<file path="src/rtl/qpd_position_normalizer.sv">
// Normalised quad-photodiode beam position.
// On each tick the four quadrant samples are latched. The block then forms
//   sum = q1+q2+q3+q4
//   x   = ((q1+q4)-(q2+q3))/sum
//   y   = ((q1+q2)-(q3+q4))/sum
// as signed fractions, where full scale is 2^(NUM_BITS_OUT-1). Two restoring
// dividers run in parallel. The latency from tick to done is always
// NUM_BITS_OUT+1 cycles.
//
// Ports:
//   clk_i, reset_i     clock, async active-low reset
//   tick_i             one-cycle strobe, q1_i..q4_i valid
//   q1_i..q4_i         signed quadrant samples
//   x_o, y_o           signed normalised position
//   sum_o              signed quadrant sum of the current result
//   low_light_o        sum below SUM_MIN, position forced to zero
//   sat_o              at least one axis clamped to +/-(full scale - 1)
//   busy_o             a computation is in flight
//   dropped_o          one-cycle pulse: tick_i arrived while busy
//   done_o             one-cycle pulse: outputs updated
module qpd_position_normalizer #(
  parameter int unsigned NUM_BITS_IN  = 24,
  parameter int unsigned NUM_BITS_OUT = 24,
  parameter int          SUM_MIN      = 1024
) (
  input  logic                           clk_i,
  input  logic                           reset_i,
  input  logic                           tick_i,
  input  logic signed [NUM_BITS_IN-1:0]  q1_i,
  input  logic signed [NUM_BITS_IN-1:0]  q2_i,
  input  logic signed [NUM_BITS_IN-1:0]  q3_i,
  input  logic signed [NUM_BITS_IN-1:0]  q4_i,
  output logic signed [NUM_BITS_OUT-1:0] x_o,
  output logic signed [NUM_BITS_OUT-1:0] y_o,
  output logic signed [NUM_BITS_IN+1:0]  sum_o,
  output logic                           low_light_o,
  output logic                           sat_o,
  output logic                           busy_o,
  output logic                           dropped_o,
  output logic                           done_o
);

  localparam int unsigned SW = NUM_BITS_IN + 2;       // sum / difference width
  localparam int unsigned QW = NUM_BITS_OUT - 1;      // quotient magnitude bits
  localparam int unsigned CW = $clog2(NUM_BITS_OUT);  // divide step counter

  localparam logic [NUM_BITS_OUT-1:0] MAG_MAX = {1'b0, {QW{1'b1}}};

  typedef enum logic [1:0] {IDLE, PREP, DIV, OUT} state_t;

  state_t state, state_nxt;

  logic signed [NUM_BITS_IN-1:0] q1_r, q2_r, q3_r, q4_r;
  logic signed [SW-1:0]          sum_r;
  logic [SW-1:0]                 rem_x, rem_y;
  logic [QW-1:0]                 quo_x, quo_y;
  logic [CW-1:0]                 cnt;
  logic                          sign_x, sign_y, sat_x, sat_y, low_light_r;

  logic signed [SW-1:0]          sum_c, dx_c, dy_c;
  logic [SW-1:0]                 dx_mag_c, dy_mag_c;
  logic [SW:0]                   sum_ext_c, dbl_x_c, dbl_y_c, diff_x_c, diff_y_c;
  logic                          ge_x_c, ge_y_c;
  logic [SW-1:0]                 rem_x_nxt_c, rem_y_nxt_c;
  logic [NUM_BITS_OUT-1:0]       mag_x_c, mag_y_c, x_c, y_c;
  logic                          accept_c, drop_c;

  // Sequencing: latch on tick, one prep cycle, QW divide steps, one output cycle
  always_comb begin
    state_nxt = state;
    accept_c  = 1'b0;
    drop_c    = 1'b0;
    case (state)
      IDLE: begin
        if (tick_i) begin
          accept_c  = 1'b1;
          state_nxt = PREP;
        end
      end
      PREP: state_nxt = DIV;
      DIV:  if (cnt == CW'(QW - 1)) state_nxt = OUT;
      OUT:  state_nxt = IDLE;
      default: state_nxt = IDLE;
    endcase
    if (tick_i && (state != IDLE)) drop_c = 1'b1;
  end

  always_ff @(posedge clk_i or negedge reset_i) begin
    if (!reset_i) state <= IDLE;
    else          state <= state_nxt;
  end

  // Sum and axis differences. The NUM_BITS_IN+2 bit width cannot overflow.
  always_comb begin
    sum_c    = SW'(q1_r) + SW'(q2_r) + SW'(q3_r) + SW'(q4_r);
    dx_c     = (SW'(q1_r) + SW'(q4_r)) - (SW'(q2_r) + SW'(q3_r));
    dy_c     = (SW'(q1_r) + SW'(q2_r)) - (SW'(q3_r) + SW'(q4_r));
    dx_mag_c = dx_c[SW-1] ? $unsigned(-dx_c) : $unsigned(dx_c);
    dy_mag_c = dy_c[SW-1] ? $unsigned(-dy_c) : $unsigned(dy_c);
  end

  // One restoring-division step per axis: shift the remainder, subtract if it fits.
  always_comb begin
    sum_ext_c   = {1'b0, $unsigned(sum_r)};
    dbl_x_c     = {rem_x, 1'b0};
    dbl_y_c     = {rem_y, 1'b0};
    diff_x_c    = dbl_x_c - sum_ext_c;
    diff_y_c    = dbl_y_c - sum_ext_c;
    ge_x_c      = dbl_x_c >= sum_ext_c;
    ge_y_c      = dbl_y_c >= sum_ext_c;
    rem_x_nxt_c = ge_x_c ? diff_x_c[SW-1:0] : dbl_x_c[SW-1:0];
    rem_y_nxt_c = ge_y_c ? diff_y_c[SW-1:0] : dbl_y_c[SW-1:0];
  end

  // Final magnitude selection and sign. Low light takes priority over saturation.
  always_comb begin
    mag_x_c = low_light_r ? '0 : (sat_x ? MAG_MAX : {1'b0, quo_x});
    mag_y_c = low_light_r ? '0 : (sat_y ? MAG_MAX : {1'b0, quo_y});
    x_c     = sign_x ? -mag_x_c : mag_x_c;
    y_c     = sign_y ? -mag_y_c : mag_y_c;
  end

  // Datapath and registered outputs
  always_ff @(posedge clk_i or negedge reset_i) begin
    if (!reset_i) begin
      q1_r        <= '0;
      q2_r        <= '0;
      q3_r        <= '0;
      q4_r        <= '0;
      sum_r       <= '0;
      rem_x       <= '0;
      rem_y       <= '0;
      quo_x       <= '0;
      quo_y       <= '0;
      cnt         <= '0;
      sign_x      <= 1'b0;
      sign_y      <= 1'b0;
      sat_x       <= 1'b0;
      sat_y       <= 1'b0;
      low_light_r <= 1'b0;
      x_o         <= '0;
      y_o         <= '0;
      sum_o       <= '0;
      low_light_o <= 1'b0;
      sat_o       <= 1'b0;
      busy_o      <= 1'b0;
      dropped_o   <= 1'b0;
      done_o      <= 1'b0;
    end else begin
      busy_o    <= (state_nxt != IDLE);
      dropped_o <= drop_c;
      done_o    <= (state == OUT);
      case (state)
        IDLE: begin
          if (accept_c) begin
            q1_r <= q1_i;
            q2_r <= q2_i;
            q3_r <= q3_i;
            q4_r <= q4_i;
          end
        end
        PREP: begin
          sum_r       <= sum_c;
          rem_x       <= dx_mag_c;
          rem_y       <= dy_mag_c;
          sign_x      <= dx_c[SW-1];
          sign_y      <= dy_c[SW-1];
          low_light_r <= (sum_c < SW'(SUM_MIN));
          // This compare only matters when sum >= SUM_MIN >= 1, so sum is positive here.
          sat_x       <= (dx_mag_c >= $unsigned(sum_c));
          sat_y       <= (dy_mag_c >= $unsigned(sum_c));
          quo_x       <= '0;
          quo_y       <= '0;
          cnt         <= '0;
        end
        DIV: begin
          rem_x <= rem_x_nxt_c;
          rem_y <= rem_y_nxt_c;
          quo_x <= {quo_x[QW-2:0], ge_x_c};
          quo_y <= {quo_y[QW-2:0], ge_y_c};
          cnt   <= cnt + CW'(1);
        end
        OUT: begin
          x_o         <= $signed(x_c);
          y_o         <= $signed(y_c);
          sum_o       <= sum_r;
          low_light_o <= low_light_r;
          sat_o       <= ~low_light_r & (sat_x | sat_y);
        end
        default: ;
      endcase
    end
  end

endmodule

</file>
<file path="config.mk">
export PLATFORM = sky130hd
export DESIGN_NAME = qpd_position_normalizer
export DESIGN_NICKNAME = d
export VERILOG_FILES = /design/src/rtl/qpd_position_normalizer.sv
export SDC_FILE = /design/constraint.sdc
export NUM_CORES = 1
export LEC_CHECK = 0
export ABC_CLOCK_PERIOD_IN_PS = 12900
export CORE_MARGIN = 2
export CORE_UTILIZATION = 66
export DETAILED_ROUTE_END_ITERATION = 10
export PLACE_DENSITY = 0.94
export SLEW_MARGIN = 20
export SYNTH_ARGS = -nofsm -noshare
export SYNTH_HDL_FRONTEND = slang
export SYNTH_SLANG_ARGS = --single-unit
</file>
<file path="constraint.sdc">
create_clock -name clk_i -period 12.9 [get_ports clk_i]
set_input_delay 2.58 -clock clk_i [delete_from_list [all_inputs] [get_ports clk_i]]
set_output_delay 2.58 -clock clk_i [all_outputs]
set_load 0.005 [all_outputs]
</file>
==> out/results.tsv, run 1 <==
metric	value	unit
drt_pre_antenna_iters	6	
clkSinkCount	311	
critPathLaunchType	register	
hold_class	reg2reg	
final_antenna_net_count	0	
wirelength	72780	um
gp_congestion	0.9607	
cts_setup_buffers	0	
hold_viol	0	
max_freq	120.3	MHz
cts_resized	0	
r2r-start	q1_r[1]	
area_delta_synth_final	12.78	%
slowest_delay	0.81	ns
regArea	7782	um2
grt.busiest_layer	met2	
fillers	2611	
grt_pass1_vias	23240	
worst_path_max_delay_cell	a211oi_1	
clk_latency	0.58	ns
synth_fp_nets	3361	
yosysUniqueCellTypes	91	
fp-row-count	72	
reg2reg_depth	37	
relSlewSlack	28.02	%
wl_per_cell	20.21	um
synth_edf_count	0	
critical_path.startpoint	q1_r[1]	
viasPerCell	6.470	
grt_overflow	0	
tightest_slew	1.070	ns
synthTopCellsByArea	dfrtp_1 (30%), ha_1 (10%), fa_1 (8.0%)	
worst_slack	4.588	ns
antenna_cells	0	
grt_util_met3	6.111	%
via_count	23300	
die_area	40870	um2
coreArea	38740	um2
syn_avg_cell_area	8.797	um2
outcome	finished clean	
yosysTopAreaCellShare	30.03	%
io_buffers	177	
dpl.hpwl	54750	um
cts_made_buffers	35	
die_w	202.2	um
ys_seq_elements	311	
finalSetupViolCount	0	
cts.htree.levels	2	
grt_use_total	35.78	%
drc_errors	0	
holdBufCountCts	0	
finalCritPeriodShare	64.44	%
worst_ep_arrival_time	8.74	ns
final_layout_size_suffix_gt1_share	5.871	%
ys_top_cells_by_count	dfrtp_1 (311), o21ai_0 (274), inv_1 (272)	
cp_max_fo	21	
max_cap_violations	0	
ys_async_sr_fraction	100.0	%
grt_max_degree	110	
ys_warn_count	0	
rsz0062_at_grt	no	
pin_count	178	
ys.flop_type	dfrtp_1	
min_from	quo_y[22]	
antenna_found_initial	1	
path_clk_slew	0.06	ns
die_h	202.2	um
drt_iter0_markers	2470	
syn_inst	2946	
crit_type	reg2reg	
pre_cts_slack	4.878	ns
seq_area_frac_synth	30.03	%
crit_top_cell	o21a_1	
use_met1	48.29	%
grt_pass1_wl	118600	um
min_path_cells	1	
fin_tns_setup	0	ns
synth_area_leader_cell	dfrtp_1	
cts_tree	built	
syn_area	25910	um2
synth.most_common_cell	dfrtp_1	
fin_nets	3474	
skew	0.02091	ns
start_util	66.90	%
multiInputGateArea	16680	um2
worstPathRequired	13.33	ns
final_max_slew_viol_count	0	
end_kind	register	
grt_use_met2	58.54	%
cts.path.max_buffers	3	
period_needed	8.312	ns
root_buffer	clkbuf_16	
## worst max-delay path, delay by kind of cell (launching register included)
family                     cells  cell delay [ns]
xor gates and xnor gates       1             0.18
adders and majority gates      4             1.54
AOI/OAI and AO/OA             22             4.58
buffers and inverters          2             0.42
and+or+nand+nor                8             0.99
DFF                            1             0.45
## placed cells by master, fill, tap and decap left out, types with 20 or more instances in the layout
master           count
nand2_1            253
dfrtp_1            311
a21o_1              72
a21oi_1            201
xor2_1              97
nand2b_1            27
clkdlybuf4s50_1    176
inv_1              272
and3_1              22
fa_1               103
o211ai_1            41
nor2b_1             27
o21a_1              24
a211oi_1            33
clkbuf_16           35
o21ai_0            274
ha_1               210
xnor2_1            108
mux2_2              59
nor3_1              43
mux2i_1             32
or3_1               20
nand4_1             26
o21bai_1            21
nor2_1             226
nand3_1             41
a22o_1              23
## metrics by stage
step | hold slack (ns) | utilization, % | instance area, um2 | cells
2_1_floorplan | 0.4521 | - | 25910 | 2946
4_1_cts | 0.4891 | 75.44 | 29220 | 3601
3_3_place_gp | 0.4704 | 72.38 | 28040 | 3540
5_1_grt | 0.5112 | 75.45 | 29230 | 3601
3_5_place_dp | 0.4799 | 72.38 | 28040 | 3540
6_report | 0.4952 | 75.45 | 29230 | 3601
## final timing paths
| path | endpoint | slack, ns |
|---|---|---|
| setup / recovery | sat_y | 4.59 |
| hold / removal | quo_y[22] | 0.50 |
| setup reg to reg | sat_y | 4.59 |
| hold reg to reg | quo_y[22] | 0.50 |
| max in group asynchronous | x_o[9] | 8.60 |
| min in group asynchronous | done_o | 2.02 |
## layer usage
layer	routed length, um	share of wire [%]	vias to the layer above
li1	-	-	10550
met1	29630	41	11230
met2	34190	47	1291
met3	6348	8.7	231
met4	2600	3.6	2
met5	11	0.015	-
## cell families after synthesis
kind of cell	after synthesis	share of synthesized area, %
flip-flops	311	30.03
buffers and inverters	391	5.726
XOR/XNOR	205	6.928
AND/OR/NAND/NOR	777	14.22
adder cells (fa/ha/maj)	316	18.24
AO/OA/AOI/OAI	855	21.05
multiplexers	91	3.800
## state kept, by name (all words and copies together), names as in the netlist, 2 cells and up
name,cells
x_o,24
quo_x,23
q3_r,24
q1_r,24
rem_x,26
q4_r,24
state,2
rem_y,26
quo_y,23
y_o,24
sum_o,26
cnt,5
sum_r,26
q2_r,24
## final cells by class
| type | count | share of cell area, % |
|---|---|---|
| clock buffers | 49 | 3.382 |
| clock inverters | 12 | 0.6721 |
| inverters | 273 | 3.506 |
| multi-input cells | 2244 | 57.06 |
| flip-flops and latches | 311 | 26.63 |
| well taps | 518 | 2.218 |
| repair buffers | 194 | 6.529 |
Power of run 1 is not shown: default switching activity piles up to over one toggle a cycle in this logic, so the estimate is an artifact.
==> run 2, diff against run 1 <==
Settings changed: ABC_CLOCK_PERIOD_IN_PS 12900 to 8100, CORE_UTILIZATION 66 to 61, PLACE_DENSITY 0.94 to 0.88.
Clock period 12.9 ns to 8.1 ns, I/O delays scaled along.
==> run 2 against run 1 <==
Compared with the run above:
- wire length is 0.68% lower
- clock-buffer cell count is 3 lower
- via count is 2.1% lower
- global-route usage is 3.0 points lower
- critical path depth stayed put
- clock skew is 0.0046 ns lower
- first-iteration DRC count is 15% lower
- final cell count is 1.1% higher
- hold slack better by 0.0096 ns
- register-to-register slack worse by 4.3 ns
==> out/results.tsv, run 2 (synthesis results as in run 1) <==
metric	value	unit	change
outcome	finished clean		unchanged
placed_cells	3573		was 3,540
cts_setup_buffers	0		unchanged
area_delta_synth_final	13.99	%	was 12.78%
drt_iter0_markers	2111		was 2,470
via_count	22810		was 23,300
holdBufCountCts	0		unchanged
min_path_cells	1		unchanged
layout.cells.non_filler	3640		was 3,601
final_max_slew_viol_count	0		unchanged
drt_pre_antenna_iters	6		unchanged
finalSetupViolCount	0		unchanged
mostFrequentLayoutCells	dfrtp_1 (311), o21ai_0 (274), inv_1 (272), nand2_1 (253), nor2_1 (226)		unchanged
crit_top_cell	o21a_1		unchanged
relSlewSlack	27.00	%	was 28.02%
worstPathRequired	8.53	ns	was 13.33 ns
clkSinkCount	311		unchanged
die_area	44150	um2	was 40,870 um2
fp-row-count	75		was 72
path_clk_slew	0.06	ns	about the same
dpl_cell_area	28170	um2	was 28,040 um2
wl_per_cell	19.86	um	was 20.21 um
crit_buf_inv	2		unchanged
max_freq	127.9	MHz	was 120.3 MHz
cts_resized	0		unchanged
start_util	61.78	%	was 66.90%
pin_count	178		unchanged
crit_type	reg2reg		unchanged
wirelength	72290	um	was 72,780 um
critPathLaunchType	register		unchanged
crit_cells	37		unchanged
cts.htree.levels	2		unchanged
grt_pass1_vias	23140		was 23,240
holdWs	0.5048	ns	was 0.4952 ns
root_buffer	clkbuf_16		unchanged
viasPerCell	6.266		was 6.470
io_buffers	177		unchanged
worst_path_max_delay_cell	fa_1		was a211oi_1
final_cell_area	29540	um2	was 29,230 um2
fin_nets	3487		was 3,474
final_layout_size_suffix_gt1_share	6.774	%	was 5.871%
gp_congestion	0.9685		was 0.9607
skew	0.01630	ns	was 0.02091 ns
cts_made_buffers	36		was 35
cts.path.max_buffers	3		unchanged
grt_use_total	32.78	%	was 35.78%
hold_class	reg2reg		unchanged
max_cap_violations	0		unchanged
coreArea	41950	um2	was 38,740 um2
worst_ep_arrival_time	8.25	ns	was 8.74 ns
period_needed	7.820	ns	was 8.312 ns
reg2reg_depth	37		unchanged
drc_errors	0		unchanged
dpl.hpwl	54670	um	was 54,750 um
cp_max_fo	7		was 21
crit_family	compound AO/OA/AOI/OAI gates		unchanged
grt_overflow	0		unchanged
antenna_found_initial	3		was 1
finalCritPeriodShare	96.54	%	was 64.44%
final_common_cell	dfrtp_1		unchanged
fin_tns_setup	0	ns	unchanged
slowest_delay	0.69	ns	was 0.81 ns
tightest_slew	1.094	ns	was 1.070 ns
final_antenna_net_count	0		unchanged
rsz0062_at_grt	no		unchanged
die_h	210.1	um	was 202.2 um
die_w	210.1	um	was 202.2 um
grt_pass1_wl	116900	um	was 118,600 um
hold_viol	0		unchanged
fillers	3171		was 2,611
clk_latency	0.57	ns	was 0.58 ns
grt_max_degree	160		was 110
end_kind	register		unchanged
cts_tree	built		unchanged
-- run 2: cell count changes in the layout (fill, tap and decap cells not counted), sizes merged --
| cell | before | now |
|---|---|---|
| clkinvlp | 1 | 2 |
| clkinv | 4 | 9 |
| diode | 0 | 1 |
| buf | 18 | 30 |
| inv | 276 | 275 |
| clkbuf | 49 | 46 |
| bufinv | 4 | 7 |
-- run 2: final timing paths --
kind	startpoint	to	slack, ns
min in group asynchronous	reset_i	q1_r[5]	0.99
max in group asynchronous	reset_i	y_o[8]	5.64
min reg2reg	sum_r[16]	sum_o[16]	0.50
max reg2reg	q1_r[1]	sat_y	0.28
min	sum_r[16]	sum_o[16]	0.50
max	q1_r[1]	sat_y	0.28
-- run 2: layout make-up --
| type | count | area [um2] | area share (%) |
|---|---|---|---|
| Multi-Input combinational cell | 2244 | 16720 | 56.59 |
| Sequential cell | 311 | 7782 | 26.34 |
| Timing Repair Buffer | 206 | 2007 | 6.794 |
| Inverter | 273 | 1025 | 3.469 |
| Clock buffer | 46 | 1018 | 3.448 |
| Tap cell | 539 | 674.4 | 2.283 |
| Clock inverter | 20 | 314.1 | 1.063 |
| Antenna cell | 1 | 2.502 | 0.008471 |
-- run 2: stage by stage --
step,util [%],setup WS [ns]
after floorplan,-,0.8812
after global placement,67.16,0.4261
after detailed placement,67.16,0.2326
after CTS,70.34,0.1691
after global routing,70.42,0.002992
final,70.43,0.2799
-- run 2: routing by layer --
metal  vias to the layer above  global-route usage (%)  wire (um)  share of wire (%)
li1                      10560                       -          -                  -
met1                     11040                   43.95      30540                 42
met2                      1006                   53.04      33630                 47
met3                       194                   5.364       5226                7.2
met4                         2                   13.82       2874                4.0
met5                         -                       0         18              0.025
Power of run 2 is left out for the same reason.
==> RTL edit 1, RTL diff (config.mk and constraints of run 2) <==
Make the reset (`reset_i`) synchronous in 2 clocked blocks. Comments in the files are not updated.
--- a/src/rtl/qpd_position_normalizer.sv
+++ b/src/rtl/qpd_position_normalizer.sv
@@ -85,7 +85,7 @@
     if (tick_i && (state != IDLE)) drop_c = 1'b1;
   end
 
-  always_ff @(posedge clk_i or negedge reset_i) begin
+  always_ff @(posedge clk_i) begin
     if (!reset_i) state <= IDLE;
     else          state <= state_nxt;
   end
@@ -121,7 +121,7 @@
   end
 
   // Datapath and registered outputs
-  always_ff @(posedge clk_i or negedge reset_i) begin
+  always_ff @(posedge clk_i) begin
     if (!reset_i) begin
       q1_r        <= '0;
       q2_r        <= '0;
Behaviour: differs if reset_i is asserted again (counterexample within 4 cycles, from zero or initial values and one cycle with reset_i low); with reset_i held inactive, the same outputs for 10 cycles.
==> RTL edit 1 against run 2 <==
Sequential cell count stayed put; routed wire length is 14% higher; first-iteration DRC count increased by 20%; design area is essentially flat; via count increased by 10%; clock skew is 17 ps higher; worst setup slack better by 230 ps; synthesized area rose by 0.13%; highest routed layer unchanged.
Power is left out: it rests on default switching activity, and per cell area and clock period it moved more than threefold.
==> RTL edit 1: results <==
outcome:
  run_status: "finished, final reports clean"
placed_design:
  place_area_sq_um: 28200
  gp_congestion: 1.01
  dp.final_hpwl_um: 63200
  dp.cells: 3881
  dp_slack_ps: 314
  io_buffers: 177
routing:
  ant_nets: 0
  dr.first_iter.drc_count: 2523
  wl_per_cell_um: 20.9
  routed_wl_um: 82400
  dr.pass1.iters: 6
  vias_per_cell: 6.36
cells_and_area:
  drive_gt1_frac: 0.0604
  nets: 3796
  register_area_sq_um: 6230
  n_antenna_cell: 0
  fillCellCount: 3266
yosys:
  async_flop_share: 0
  synth_top_cells_by_area: "dfxtp_1, ha_1, fa_1, nand2_1, a21oi_1"
  synth_top_flop_cell: "dfxtp_1"
  syn_nets: 3679
  ys_seq_area_frac: 0.240
  synth_common_cells: "nand2_1, dfxtp_1, nor2_1"
  yosysTopAreaCellShare: 0.240
  synth_edf_count: 0
  syn-instance-count: 3264
  yosysUniqueCellTypes: 98
  yosys_warnings: 0
setup_path:
  cp_top_family: "compound AO/OA/AOI/OAI gates"
  cp.arrival_ps: 8030
  crit_fanout: 10
  cpPeakStageDelay_ps: 500
  slowest_stage: "a311oi_1"
min_path:
  min_path_type: "register to register"
sta:
  finClkSkew_ps: 33.3
  relSlewSlack: 0.296
clock_tree:
  cts_inserted_buffers: 35
  clock_latency_ps: 580
  clk_pin_slew_ps: 60
  h-tree-depth: 2
  root_buffer: "clkbuf_16"
  clockBufferDepth: 3
grt:
  grt_max_degree: 97
  antenna_found_initial: 2
  track_usage: 0.363
  grt_pass1_wl_um: 129000
  grt_pass1_vias: 24121
==> RTL edit 1: final timing paths <==
kind / endpoint / from / slack, ps / depth (start not counted)
max: sat_y$_SDFFE_PN0N_ / q1_r[1]$_SDFFE_PN0P_ / 510 / 29
min: q2_r[13]$_SDFFE_PN0P_ / q2_r[13]$_SDFFE_PN0P_ / 470 / 2
max reg2reg: sat_y$_SDFFE_PN0N_ / q1_r[1]$_SDFFE_PN0P_ / 510 / 29
min reg2reg: q2_r[13]$_SDFFE_PN0P_ / q2_r[13]$_SDFFE_PN0P_ / 470 / 2
==> RTL edit 1: worst min-delay path, delay by kind of cell, from the launching register on <==
kind            cells  cell delay [ps]
simple gates        1               50
flops               1              320
compound gates      1               50
==> RTL edit 1: per-layer routing <==
layer,part of all wire,vias up,track usage
met5,0.00032,-,0
met4,0.041,4,0.146
met3,0.071,212,0.0477
met2,0.46,1152,0.605
met1,0.43,11985,0.478
li1,-,11752,-
==> RTL edit 1: layout make-up <==
class	count	area share
flip-flops and latches	311	0.211
well taps	539	0.0228
multi-input cells	2559	0.618
inverters	241	0.0308
repair buffers	233	0.0756
clock inverters	17	0.00848
clock buffers	47	0.0336
==> RTL edit 1: repair_timing <==
item | in CTS | in global routing
endpoints found under the hold margin | 0 | 0
hold buffers | 0 | 0
resized for setup | 0 | 10
endpoints found under the setup margin | 0 | 1
buffers inserted | 0 | 2
==> RTL edit 1: cell families (layout without fill, tap and decap cells) <==
family	Yosys count	count (layout)	synth area share
simple gates	1052	1052	0.187
compound gates	916	916	0.232
buf+inv	394	538	0.0605
fa+ha+maj	318	318	0.183
flops	311	311	0.240
xor+xnor	190	190	0.0644
mux	83	83	0.0331
==> RTL edit 2, RTL diff (config.mk and constraints of run 2) <==
Without the edit above. Set the parameter `NUM_BITS_OUT` to 48 (it was 24).
--- a/src/rtl/qpd_position_normalizer.sv
+++ b/src/rtl/qpd_position_normalizer.sv
@@ -20,7 +20,7 @@
 //   done_o             one-cycle pulse: outputs updated
 module qpd_position_normalizer #(
   parameter int unsigned NUM_BITS_IN  = 24,
-  parameter int unsigned NUM_BITS_OUT = 24,
+  parameter int unsigned NUM_BITS_OUT = 48,
   parameter int          SUM_MIN      = 1024
 ) (
   input  logic                           clk_i,
Ports: changed (resized x_o and y_o); port bits go from 178 to 226. The function was not compared with the original's and may differ.
==> RTL edit 2 against run 2 <==
Sequential cell count up 97; worst setup slack better by 180 ps; design area up 21%; sequential share of layout area up 2.3 points; first-iteration DRC count up 36%; count of clock-buffer cells in the layout up 11; synthesized area up 20%; routed wire length up 17%; critical endpoint unchanged.
Power is left out: the tool's default activity adds up to more than one toggle a clock period on the data nets, which glitch-free logic cannot reach.
==> RTL edit 2: results <==
placed_design:
  dp.final_hpwl_um: 61900
  io_buffers: 225
  gp_congestion: 0.983
setup_path:
  cpPeakStageDelay_ps: 470
  r2r_slack_ps: 460
  cp.arrival_ps: 8140
  reg2reg_from: "q1_r[0]$_DFFE_PN0P_"
grt:
  grt_pass1_wl_um: 137000
  grtUsageMet3: 0.0487
  track_usage: 0.319
  grt_pass1_vias: 26416
  grt_max_degree: 158
  antenna_found_initial: 0
  grt_use_met1: 0.437
  met2_usage: 0.508
yosys:
  synth_xor_area_frac: 0.0637
  ys_seq_area_frac: 0.327
  yosysUniqueCellTypes: 100
  synth_common_cells: "dfrtp_1, nor2_1, inv_1"
  yosys_warnings: 0
  synth_compound_area_frac: 0.210
  synth.area.mux_share: 0.0554
  synth_top_cells_by_area: "dfrtp_1, ha_1, fa_1, mux2_2, nor2_1"
  synthAdderAreaFrac: 0.152
  syn_nets: 3899
sta:
  hold_ws_ps: 496
  finClkSkew_ps: 45.0
  relSlewSlack: 0.326
cells_and_area:
  drive_gt1_frac: 0.0841
  largest_registers: "x_o x48, y_o x48"
  nets: 4044
  fillCellCount: 3603
  n_antenna_cell: 0
clock_tree:
  cts_inserted_buffers: 43
  clock_latency_ps: 620
  h-tree-depth: 2
routing:
  dr.pass1.iters: 8
  dr.first_iter.drc_count: 2872
  drc: 0
  wl_per_cell_um: 19.5
outcome:
  run_status: "finished, final reports clean"
min_path:
  hold_path_end: "y_o[12]$_DFFE_PN0P_"
  min_path_type: "register to register"
  min_from: "y_o[12]$_DFFE_PN0P_"
-- RTL edit 2: cell families after synthesis --
logic type	after synthesis
compound gates	1001
flops	408
xor+xnor	227
simple gates	889
fa+ha+maj	317
mux	156
buf+inv	485
-- RTL edit 2: area by class of cell --
cell class | count | area (sq um) | area share
multi-input combinational | 2590 | 19200 | 0.540
sequential | 408 | 10200 | 0.287
tap | 672 | 841 | 0.0236
timing repair buffer | 254 | 2500 | 0.0702
clock inverter | 23 | 367 | 0.0103
clock buffer | 57 | 1220 | 0.0342
inverter | 331 | 1240 | 0.0349
-- RTL edit 2: layer usage --
layer	part of all wire	wire [um]
met2	0.46	38800
met3	0.071	5970
met1	0.43	36200
met4	0.042	3500
met5	0	0
-- RTL edit 2: worst max-delay path: cells and delay by family (launching register included) --
kind	cells	cell delay, ps
DFF	1	420
xor gates and xnor gates	1	280
buffers and inverters	1	90
AOI/OAI and AO/OA	22	3750
and+or+nand+nor	8	1340
adders and majority gates	5	1660
-- RTL edit 2: what timing repair did --
item,in CTS,in global routing
setup endpoints to repair,0,1
setup buffers,0,1
resized for setup,0,9
-- RTL edit 2: metrics by stage --
stage,std cells,worst slack [ps],area (sq um)
after floorplan,3483,724,31200
after global placement,4254,432,34000
after detailed placement,4254,150,34000
after CTS,4334,150,35600
after global routing,4335,2.20,35600
final,4335,458,35600
-- RTL edit 2: worst max path at each step --
stage,to,slack (ps),cells after the start
2_1_floorplan,sat_y$_DFFE_PN0N_,720,38
3_3_place_gp,sat_y$_DFFE_PN0N_,430,36
3_5_place_dp,sat_y$_DFFE_PN0N_,150,36
4_1_cts,sat_y$_DFFE_PN0N_,150,36
5_1_grt,sat_y$_DFFE_PN0N_,2,37
6_report,sat_y$_DFFE_PN0N_,460,37
